[config.mk]
export PLATFORM = sky130hd
export DESIGN_NAME = tune_ctrl
export DESIGN_NICKNAME = d
export VERILOG_FILES = /design/src/rtl/tune_ctrl.sv
export SDC_FILE = /design/constraint.sdc
export NUM_CORES = 1
export LEC_CHECK = 0
export CAP_MARGIN = 20
export CORE_ASPECT_RATIO = 2
export CORE_MARGIN = 2
export CORE_UTILIZATION = 40
export DETAILED_ROUTE_END_ITERATION = 7
export PLACE_DENSITY_LB_ADDON = 0.12
export SYNTH_ARGS = -nofsm -noshare
export SYNTH_HDL_FRONTEND = slang
export SYNTH_SLANG_ARGS = --single-unit
export TNS_END_PERCENT = 20
[constraint.sdc]
create_clock -name clk -period 4.9 [get_ports clk]
set_input_delay 0.98 -clock clk [delete_from_list [all_inputs] [get_ports clk]]
set_output_delay 0.98 -clock clk [all_outputs]
set_load 0.005 [all_outputs]
[src/rtl/tune_ctrl.sv]
// Command-driven LO tuning controller: parses UART bytes, owns the NCO increment.
// Optional TUNE_READBACK_EN adds the 'Q' readback opcode.
module tune_ctrl #(
  parameter logic [63:0] DEFAULT_INC = 64'h01B1B1B1B1B1B1B1,
  parameter logic [63:0] STEP_INC    = 64'h00045641C6E59DF0,
  parameter logic [63:0] MIN_INC     = 64'h0000F0F0F0F0F0F0,
  parameter logic [63:0] MAX_INC     = 64'h0333333333333333,
  parameter int unsigned TIMEOUT_CYC = 1360000
) (
  input  logic        clk,
  input  logic        rst_n,
  input  logic        rx_dv,
  input  logic [7:0]  rx_byte,
  input  logic        tx_busy,
  output logic        tx_dv,
  output logic [7:0]  tx_byte,
  output logic [63:0] phase_inc,
  output logic        inc_upd,
  output logic        frame_err
);

  typedef enum logic [2:0] {
    IDLE, LOAD, APPLY, ACK_WAIT, ACK
  } state_t;

  typedef enum logic [1:0] {
    OP_F, OP_P, OP_M, OP_D
  } op_t;

  localparam int TW = $clog2(TIMEOUT_CYC + 1);
  localparam logic [TW-1:0] TMO_LAST = TW'(TIMEOUT_CYC - 1);
  localparam logic [63:0] MIN_DEC = MIN_INC + STEP_INC;
  localparam logic [7:0] CH_OK = 8'h4B;
  localparam logic [7:0] CH_ER = 8'h45;

  state_t state, state_n;
  op_t op, op_n;
  logic [63:0] shadow, shadow_n;
  logic [2:0]  byte_cnt, byte_cnt_n;
  logic [TW-1:0] tmo_cnt, tmo_n;
  logic        res_ok, res_ok_n;
  logic [63:0] inc_n;
  logic        upd_n, err_n, txdv_n;
  logic [7:0]  txb_n;
  logic [64:0] sum;
  logic        ok;
  logic [63:0] cand;
`ifdef TUNE_READBACK_EN
  logic [63:0] snap, snap_n;
  logic [3:0]  rd_cnt, rd_cnt_n;
  logic        rd_mode, rd_mode_n;
`endif

  always_comb begin
    sum  = {1'b0, phase_inc} + {1'b0, STEP_INC};
    ok   = 1'b0;
    cand = phase_inc;
    unique case (op)
      OP_F: begin
        ok   = (shadow >= MIN_INC) && (shadow <= MAX_INC);
        cand = shadow;
      end
      OP_P: begin
        ok   = !sum[64] && (sum[63:0] <= MAX_INC);
        cand = sum[63:0];
      end
      OP_M: begin
        ok   = phase_inc >= MIN_DEC;
        cand = phase_inc - STEP_INC;
      end
      OP_D: begin
        ok   = 1'b1;
        cand = DEFAULT_INC;
      end
    endcase
  end

  always_comb begin
    state_n    = state;
    op_n       = op;
    shadow_n   = shadow;
    byte_cnt_n = byte_cnt;
    tmo_n      = tmo_cnt;
    res_ok_n   = res_ok;
    inc_n      = phase_inc;
    upd_n      = 1'b0;
    err_n      = 1'b0;
    txdv_n     = 1'b0;
    txb_n      = tx_byte;
`ifdef TUNE_READBACK_EN
    snap_n     = snap;
    rd_cnt_n   = rd_cnt;
    rd_mode_n  = rd_mode;
`endif
    unique case (state)
      IDLE: begin
        if (rx_dv) begin
          unique case (1'b1)
            (rx_byte == 8'h46): begin
              state_n    = LOAD;
              op_n       = OP_F;
              byte_cnt_n = '0;
              tmo_n      = '0;
            end
            (rx_byte == 8'h2B): begin
              state_n = APPLY;
              op_n    = OP_P;
            end
            (rx_byte == 8'h2D): begin
              state_n = APPLY;
              op_n    = OP_M;
            end
            (rx_byte == 8'h44): begin
              state_n = APPLY;
              op_n    = OP_D;
            end
`ifdef TUNE_READBACK_EN
            (rx_byte == 8'h51): begin
              state_n   = ACK_WAIT;
              snap_n    = phase_inc;
              rd_cnt_n  = '0;
              rd_mode_n = 1'b1;
              res_ok_n  = 1'b1;
            end
`endif
            default: begin
              state_n  = ACK_WAIT;
              res_ok_n = 1'b0;
              err_n    = 1'b1;
            end
          endcase
        end
      end
      LOAD: begin
        if (rx_dv) begin
          shadow_n   = {shadow[55:0], rx_byte};
          tmo_n      = '0;
          byte_cnt_n = byte_cnt + 3'd1;
          if (byte_cnt == 3'd7)
            state_n = APPLY;
        end else if (tmo_cnt == TMO_LAST) begin
          state_n  = ACK_WAIT;
          shadow_n = '0;
          res_ok_n = 1'b0;
          err_n    = 1'b1;
        end else begin
          tmo_n = tmo_cnt + 1'b1;
        end
      end
      APPLY: begin
        state_n = ACK_WAIT;
        err_n   = rx_dv;
        if (ok) begin
          inc_n    = cand;
          upd_n    = 1'b1;
          res_ok_n = 1'b1;
        end else begin
          err_n    = 1'b1;
          res_ok_n = 1'b0;
        end
      end
      ACK_WAIT: begin
        err_n = rx_dv;
        if (!tx_busy) begin
          state_n = ACK;
          txdv_n  = 1'b1;
          txb_n   = res_ok ? CH_OK : CH_ER;
`ifdef TUNE_READBACK_EN
          if (rd_mode && (rd_cnt < 4'd8))
            txb_n = snap[63:56];
`endif
        end
      end
      ACK: begin
        err_n   = rx_dv;
        state_n = IDLE;
`ifdef TUNE_READBACK_EN
        // readback streams snapshot bytes, then a final 'K'
        if (rd_mode && (rd_cnt < 4'd8)) begin
          state_n  = ACK_WAIT;
          rd_cnt_n = rd_cnt + 4'd1;
          snap_n   = {snap[55:0], 8'h00};
        end else begin
          rd_mode_n = 1'b0;
        end
`endif
      end
      default: state_n = IDLE;
    endcase
  end

  always_ff @(posedge clk or negedge rst_n) begin
    if (!rst_n) begin
      state     <= IDLE;
      op        <= OP_D;
      shadow    <= '0;
      byte_cnt  <= '0;
      tmo_cnt   <= '0;
      res_ok    <= 1'b0;
      phase_inc <= DEFAULT_INC;
      inc_upd   <= 1'b0;
      frame_err <= 1'b0;
      tx_dv     <= 1'b0;
      tx_byte   <= '0;
    end else begin
      state     <= state_n;
      op        <= op_n;
      shadow    <= shadow_n;
      byte_cnt  <= byte_cnt_n;
      tmo_cnt   <= tmo_n;
      res_ok    <= res_ok_n;
      phase_inc <= inc_n;
      inc_upd   <= upd_n;
      frame_err <= err_n;
      tx_dv     <= txdv_n;
      tx_byte   <= txb_n;
    end
  end

`ifdef TUNE_READBACK_EN
  always_ff @(posedge clk or negedge rst_n) begin
    if (!rst_n) begin
      snap    <= '0;
      rd_cnt  <= '0;
      rd_mode <= 1'b0;
    end else begin
      snap    <= snap_n;
      rd_cnt  <= rd_cnt_n;
      rd_mode <= rd_mode_n;
    end
  end
`endif

endmodule

# Word-level counts from Yosys, hierarchy flattened
# Index checks and enable logic that the tools add are counted.
# classes
add_sub_neg	4
n_lt_le_gt_ge	4
eq_ne	23
muxes	37
n_bitwise	1
n_reduce_logical	20
# op_table
cell	count
64-bit one-hot mux with 4 select lines	1
64-bit by 58-bit <= comparator with 1-bit output (second input constant)	2
64-bit 2-to-1 mux	2
21-bit 2-to-1 mux	4
64-bit by 51-bit adder with 65-bit output (second input constant)	1
64-bit by 48-bit greater-or-equal comparator with 1-bit output (second input constant)	1
64-bit by 51-bit greater-or-equal comparator with 1-bit output (second input constant)	1
64-bit by 51-bit subtractor with 64-bit output (second input constant)	1
21-bit one-hot mux with 2 select lines	1
3-bit 2-to-1 mux	8
21-bit by 1-bit adder with 21-bit output (second input constant)	1
21-bit equality test (second input constant)	1
8-bit by 6-bit equality test with 1-bit output (second input constant)	2
8-bit by 7-bit equality test with 1-bit output (second input constant)	2
2-bit != test (second input constant)	7
1-bit 2-to-1 mux	13
3-bit one-hot mux with 4 select lines	1
4-bit AND reduction	3
3-bit != test (second input constant)	3
1-bit one-hot mux with 4 select lines	2
2-bit one-hot mux with 4 select lines	1
3-bit by 2-bit equality test with 1-bit output (second input constant)	2
3-bit equality test (second input constant)	2
3-bit one-hot mux with 2 select lines	1
21 further kinds	26
# totals
ff_bits	169
in_bits	12
output_inout_bits	75
word_cells	100

# Logic depth before layout (Yosys ltp)
# Gate-level depths: netlist of the first run.
# logic_depth
ltp_word	6
mapped_depth	16
ltp_nobuf	14

# Worst setup path after synthesis of the first run
# OpenSTA, ideal clock, no wires.
# synth_path
kind	reg2reg
from	register phase_inc[4]
to	register phase_inc[22]
setup_time_ps	125
arrival_ps	3949
required_ps	4775
slack_ps	826
stages_incl_launch_ff	16
path_buffers	2
synth_period_minus_slack_ps	4074
cell_sequence	dfstp_2 > inv_1 > ha_1 > nor4b_1 > o21ai_0 > and3_1 > o211ai_1 > and3_1 > or4b_4 > or4_4 > nor4_4 > a311oi_1 > a22o_1 > buf_6 > buf_6 > mux2_4
# synth_via
elab_chain_cells	5
word_cells_on_any_way	9
cone_classes	add/sub: 2; order compare: 2; mux: 2; reduce/logical: 3
# synth_rtl
element	line	rtl
start, declared	17	output logic [63:0] phase_inc,
start signal, assigned	212	phase_inc <= inc_n;
64-bit by 51-bit adder with 65-bit output	55	sum = {1'b0, phase_inc} + {1'b0, STEP_INC};
64-bit by 58-bit <= comparator with 1-bit output or 1-bit zero test (tied branches)	64	ok = !sum[64] && (sum[63:0] <= MAX_INC);
1-bit logical AND	64	
1-bit one-hot mux with 4 select lines	58	unique case (op)
2-bit AND reduction (no line)	--	
# Several ways; a longest one is shown, not always the timed one.
# A chain may end at the register's enable or synchronous reset.

# Worst setup path after layout of the first run
# layout_path
from	register phase_inc[4]
to	register phase_inc[62]
# Same word-level chain as after synthesis.

==> results of run 1 <==
-- final timing paths --
check | to | from | cells after the start | slack [ns]
setup reg to reg | phase_inc[62] | phase_inc[4] | 16 | 0.21
hold reg to reg | byte_cnt[0] | byte_cnt[0] | 1 | 0.49
max in group asynchronous | phase_inc[56] | rst_n | 2 | 3.29
min in group asynchronous | phase_inc[19] | rst_n | 1 | 0.62
setup / recovery | phase_inc[62] | phase_inc[4] | 16 | 0.21
hold / removal | byte_cnt[0] | byte_cnt[0] | 1 | 0.49
-- what timing repair did --
item	in CTS	in global routing
hold buffers	0	0
pin swaps	0	1
resized for setup	1	5
endpoints found under the setup margin	34	64
-- power by group --
group | internal [mW] | switching [mW]
registers | 1.94 | 0.930
logic | 2.85 | 3.66
clock network | 0.724 | 0.630
total | 5.51 | 5.22
-- final cells by class --
type | instances | area [sq um]
Fill cell | 3239 | 16900
Multi-Input combinational cell | 1229 | 8020
Sequential cell | 164 | 4140
Timing Repair Buffer | 180 | 1610
Tap cell | 427 | 534
Clock buffer | 20 | 447
Inverter | 67 | 251
Clock inverter | 12 | 121
-- per-layer routing --
layer	track usage (%)	wire (um)	part of all wire, %	vias up
li1	-	-	-	6066
met1	34.1	18800	35	6473
met2	56.5	27600	52	575
met3	4.91	2710	5.1	222
met4	22.9	4400	8.2	0
met5	0	0	0	-
-- cells by family (layout without fill, tap and decap cells) --
| logic type | count (synthesis) | after routing |
|---|---|---|
| xor+xnor | 78 | 78 |
| other cells | 1 | 3 |
| simple gates | 589 | 589 |
| compound gates | 516 | 516 |
| flops | 164 | 164 |
| buf+inv | 188 | 279 |
| mux | 32 | 32 |
| fa+ha+maj | 11 | 11 |
-- cells in the final DEF, fill, tap and decap left out, drive strengths merged, types with 24 or more instances in the layout --
cell type and n:
a211oi 24, a21oi 81, a221oi 31, a22o 59, buf 98, clkdlybuf4s50 82
dfrtp 133, dfstp 31, inv 71, nand2 138, nand3 60, nor2 134
nor3 57, o21ai 138, xnor2 43, xor2 35
-- sequential cells by signal, summed over array words and instances, names as in the netlist --
signal / count
shadow: 64
phase_inc: 64
op: 2
frame_err: 1
state: 3
byte_cnt: 3
inc_upd: 1
tx_byte: 3
tmo_cnt: 21
res_ok: 1
tx_dv: 1
-- through the flow --
| stage | instances | util, % | hold slack (ns) |
|---|---|---|---|
| detailed placement | 2067 | 45.4 | 0.486 |
| global placement | 2067 | 45.4 | 0.469 |
| floorplan | 1581 | - | 0.443 |
| finish | 2099 | 47.3 | 0.487 |
| CTS | 2099 | 47.2 | 0.497 |
| global route | 2099 | 47.3 | 0.521 |
==> out/metrics.cfg, run 1 <==
[timing]
hold_viol=0
drv_slew=0
timing.final.crit_share_pct=95.8
finClkSkew_ns=0.0120
setup_viol=0
tightestPinTransition_ns=1.16
clock.fmax_ghz=0.213
fin_tns_setup_ns=0
min_period_ns=4.69
slew_headroom_pct=22.1
setup_ws_ns=0.206
rsz0062_at_grt=no

[synthesis]
synthDistinctLibCells=101
synthAdderAreaFrac_pct=1.07
synthArstFlopShare_pct=100
synth_common_cells=nand2_1, nor2_1, dfrtp_1
yosysSeqAreaShare_pct=32.1
synth-compound-area-share_pct=28.2
netlist_instances=1579
synth.cell_area_sq_um=12900
synth_top_cell_by_area=dfrtp_1
synth_edf_count=0
synth_xor_area_share_pct=5.30
yosys-top-cells-area=dfrtp_1, dfstp_2, o21ai_0
yosys_register_bits=164
synth_flop_cell=dfrtp_1
syn_avg_cell_area_sq_um=8.16
yosys.area_share.simple_pct=23.8
ys_warn_count=0
yosysMostFrequentCell=nand2_1
synth_top_area_share_pct=25.8
synth.area.mux_share_pct=3.34
synth_top_family_by_area=compound AO/OA/AOI/OAI gates

[power_and_ir_drop]
power.density_nw_per_um2=709
p_leak_nw=5.94
ir_drop_uv=303
total_power_mw=10.7

[die]
chipWidth_um=131
rows=93
io_pins=87
dieHeight_um=258
die-area_sq_um=33800
start_util_pct=40.3
core_area_sq_um=32000

[grt]
antenna_found_initial=0
globalRouteTotalUtil_pct=32.1
grt.overflow.total=0
grt_pass1_wl_um=81300
grt_pass1_vias=13489
grt_max_degree=88

[setup_path]
required_ns=5.24
cp-end-kind=flop
max_stage_delay_ns=0.56
start_kind=flop
slowest_stage=or4b_1
crit_type=reg2reg
path_cells=inv_1 -> ha_1 -> or4b_1 -> a21oi_2 -> o21ai_1 -> nor2b_1 -> or4b_1 -> o311a_1 -> or3_1 -> nor4b_2 -> buf_4 -> a21o_1 -> a22o_4 -> buf_4 -> o21ai_1 -> a22o_1
cp_max_fo=12
crit_buf_inv=3
crit_family=simple AND/OR/NAND/NOR gates
arrival_ns=5.04

[clock_tree]
cts_buffer_depth=2
numCtsBuffers=17
cts_tree=done
numClockSinks=164
root_buffer=clkbuf_16
cts_setup_buffers=0
htree_num_levels=4
clk_pin_slew_ns=0.07
insertion_delay_ns=0.45

[finish]
design_area_sq_um=15100
area.growth.synth_to_final_pct=17.4
antenna_cells=0
drive_gt1_share_pct=14.2
fin_nets=1682

[detailed_routing]
drt_iter0_drc=1103
route.detailed.drc=0
wl_um=53500
avgRoutedWirePerCell_um=25.5
first_pass_iters=5
viasPerCell=6.35
vias=13336
antenna_left=0

[placed_design]
port_buffers=83
hpwl_um=40200
place_congestion=1.05
dpl-instance-area_sq_um=14500
dp_slack_ns=-0.0777

[worst_hold_path]
min_path_type=reg2reg

[run_status]
run_status=finished clean

[job]
drv_cap=0

(Power assumes the default switching activity.)
==> run 2: changes to the inputs <==
--- a/config.mk
+++ b/config.mk
@@ -5,12 +5,14 @@
 export SDC_FILE = /design/constraint.sdc
 export NUM_CORES = 1
 export LEC_CHECK = 0
+export ABC_AREA = 0
 export CAP_MARGIN = 20
 export CORE_ASPECT_RATIO = 2
 export CORE_MARGIN = 2
 export CORE_UTILIZATION = 40
 export DETAILED_ROUTE_END_ITERATION = 7
 export PLACE_DENSITY_LB_ADDON = 0.12
+export RECOVER_POWER = 25
 export SYNTH_ARGS = -nofsm -noshare
 export SYNTH_HDL_FRONTEND = slang
 export SYNTH_SLANG_ARGS = --single-unit
==> run 2 against run 1 <==
The run now ends with max-capacitance violations, max-slew violations left. Design area is 0.14% lower. First-iteration DRC count rose by 0.36%. Non-clock buffer count is the same. Clock power about the same. Register-to-register slack about the same. Worst setup slack got worse by 0.0021 ns. Sequential power about the same. Global-route usage is the same. Flip-flop and latch count unchanged. Routed wire length barely moved. Critical endpoint unchanged. Largest power group unchanged.
==> out/metrics.cfg, run 2 (synthesis results as in run 1) <==
[clock_tree]
htree_num_levels=4  ; unchanged
hold_buffers=0  ; unchanged
root_buffer=clkbuf_16
cts_buffer_depth=2  ; unchanged
numClockSinks=164  ; unchanged
clk_pin_slew_ns=0.07  ; about the same
cts_setup_buffers=0  ; unchanged
cts_tree=done
insertion_delay_ns=0.45  ; about the same
numCtsBuffers=17  ; unchanged

[die]
start_util_pct=40.3  ; unchanged
dieHeight_um=258  ; unchanged
core_area_sq_um=32000  ; unchanged
io_pins=87  ; unchanged
chipWidth_um=131  ; unchanged
die-area_sq_um=33800  ; unchanged
rows=93  ; unchanged

[finish]
drive_gt1_share_pct=14.2  ; unchanged
area.growth.synth_to_final_pct=17.2
regArea_sq_um=4140  ; unchanged
antenna_cells=0  ; unchanged
largest_registers=phase_inc (64), shadow (64), tmo_cnt (21)
design_area_sq_um=15100  ; -0.14%
multiInputGateArea_sq_um=8020  ; unchanged
final_common_cell=nand2_1
mostFrequentLayoutCells=nand2_1, nor2_1, dfrtp_1
fin_nets=1682  ; unchanged
fill_cells=3243  ; +0.12%

[grt]
grt.overflow.total=0  ; unchanged
globalRouteTotalUtil_pct=32.1  ; unchanged
grt_max_degree=88  ; unchanged
grt_pass1_vias=13489  ; unchanged
antenna_found_initial=0  ; unchanged
grt_pass1_wl_um=81300  ; unchanged

[power_and_ir_drop]
power.density_nw_per_um2=710  ; +0.13%
p_leak_nw=5.93  ; -0.12%
ir_drop_uv=303  ; about the same

[detailed_routing]
route.detailed.drc=0  ; unchanged
wl_um=53500  ; about the same
antenna_left=0  ; unchanged
vias=13369  ; +0.25%
viasPerCell=6.37  ; +0.25%
avgRoutedWirePerCell_um=25.5  ; about the same
drt_iter0_drc=1107  ; +0.36%
first_pass_iters=5  ; unchanged

[setup_path]
cp_max_fo=12  ; unchanged
start_kind=flop
arrival_ns=5.04  ; about the same
required_ns=5.24  ; about the same
cp-end-kind=flop
crit_type=reg2reg

[placed_design]
place_congestion=1.05  ; unchanged
dpl-instance-area_sq_um=14500  ; unchanged
hpwl_um=40200  ; unchanged
port_buffers=83  ; unchanged

[worst_hold_path]
min_path_type=reg2reg

[timing]
finClkSkew_ns=0.0125  ; +0.000423 ns
timing.final.crit_share_pct=95.8  ; about the same
clock.fmax_ghz=0.213  ; about the same
timing.hold.ws_ns=0.487  ; unchanged
drv_slew=167  ; +167
tightestPinTransition_ns=2.35  ; +1.19 ns
slew_headroom_pct=-56.7  ; -79 points
rsz0062_at_grt=no
min_period_ns=4.70  ; +0.00210 ns
setup_viol=0  ; unchanged
hold_viol=0  ; unchanged

[run_status]
violations=max-capacitance violations, max-slew violations
run_status=finished, violations left

[job]
drv_cap=2  ; +2

[run 2: power breakdown]
part / internal (mW) / switching [mW] / leakage, nW
clock network: 0.724 / 0.631 / 0.275
logic: 2.84 / 3.66 / 3.61
registers: 1.94 / 0.929 / 2.05
[run 2: area by class of cell]
class / count / share of cell area, %
inverter: 67 / 1.67
clock buffer: 20 / 2.96
tap: 427 / 3.54
clock inverter: 12 / 0.804
multi-input combinational: 1229 / 53.1
timing repair buffer: 180 / 10.5
sequential: 164 / 27.4
[run 2: per-stage QoR]
stage	cells	util (%)	setup TNS (ns)	setup WS, ns	total power [mW]
2_1_floorplan	1581	-	0	0.826	6.62
3_3_place_gp	2067	45.4	-4.25	-0.167	9.19
3_5_place_dp	2067	45.4	-0.876	-0.0777	9.21
4_1_cts	2099	47.2	0	0.0571	10.6
5_1_grt	2099	47.2	0	0.0115	11.4
6_report	2099	47.2	0	0.204	10.7
[run 2: worst paths after layout]
path | start | to | slack, ns | depth (start not counted)
hold reg to reg | byte_cnt[0] | byte_cnt[0] | 0.49 | 1
max in group asynchronous | rst_n | tmo_cnt[0] | 0.79 | 2
hold / removal | byte_cnt[0] | byte_cnt[0] | 0.49 | 1
setup / recovery | phase_inc[6] | phase_inc[62] | 0.20 | 15
min in group asynchronous | rst_n | phase_inc[19] | 1.24 | 1
setup reg to reg | phase_inc[6] | phase_inc[62] | 0.20 | 15
[run 2: routing by layer]
metal  track usage (%)  up-vias  wire length (um)
met5                 0        -                 0
met4              22.9        0              4410
met3              4.91      224              2750
met2              56.5      601             27500
met1              34.1     6480             18800
li1                  -     6064                 -
[run 2: what timing repair did]
action / CTS / global route
pin swaps: 0 / 1
resized for setup: 1 / 5
endpoints found under the setup margin: 34 / 64
[run 2: critical path, cell delays in order (launching register included)]
cell	delay, ns
dfrtp_1	0.50
nor3_1	0.48
a22oi_1	0.26
a41oi_1	0.29
buf_4	0.22
and2_1	0.42
xnor2_1	0.18
or2_2	0.33
or3_1	0.36
nor4b_2	0.40
buf_4	0.18
a21o_1	0.13
a22o_4	0.25
buf_4	0.23
o21ai_1	0.08
a22o_1	0.25
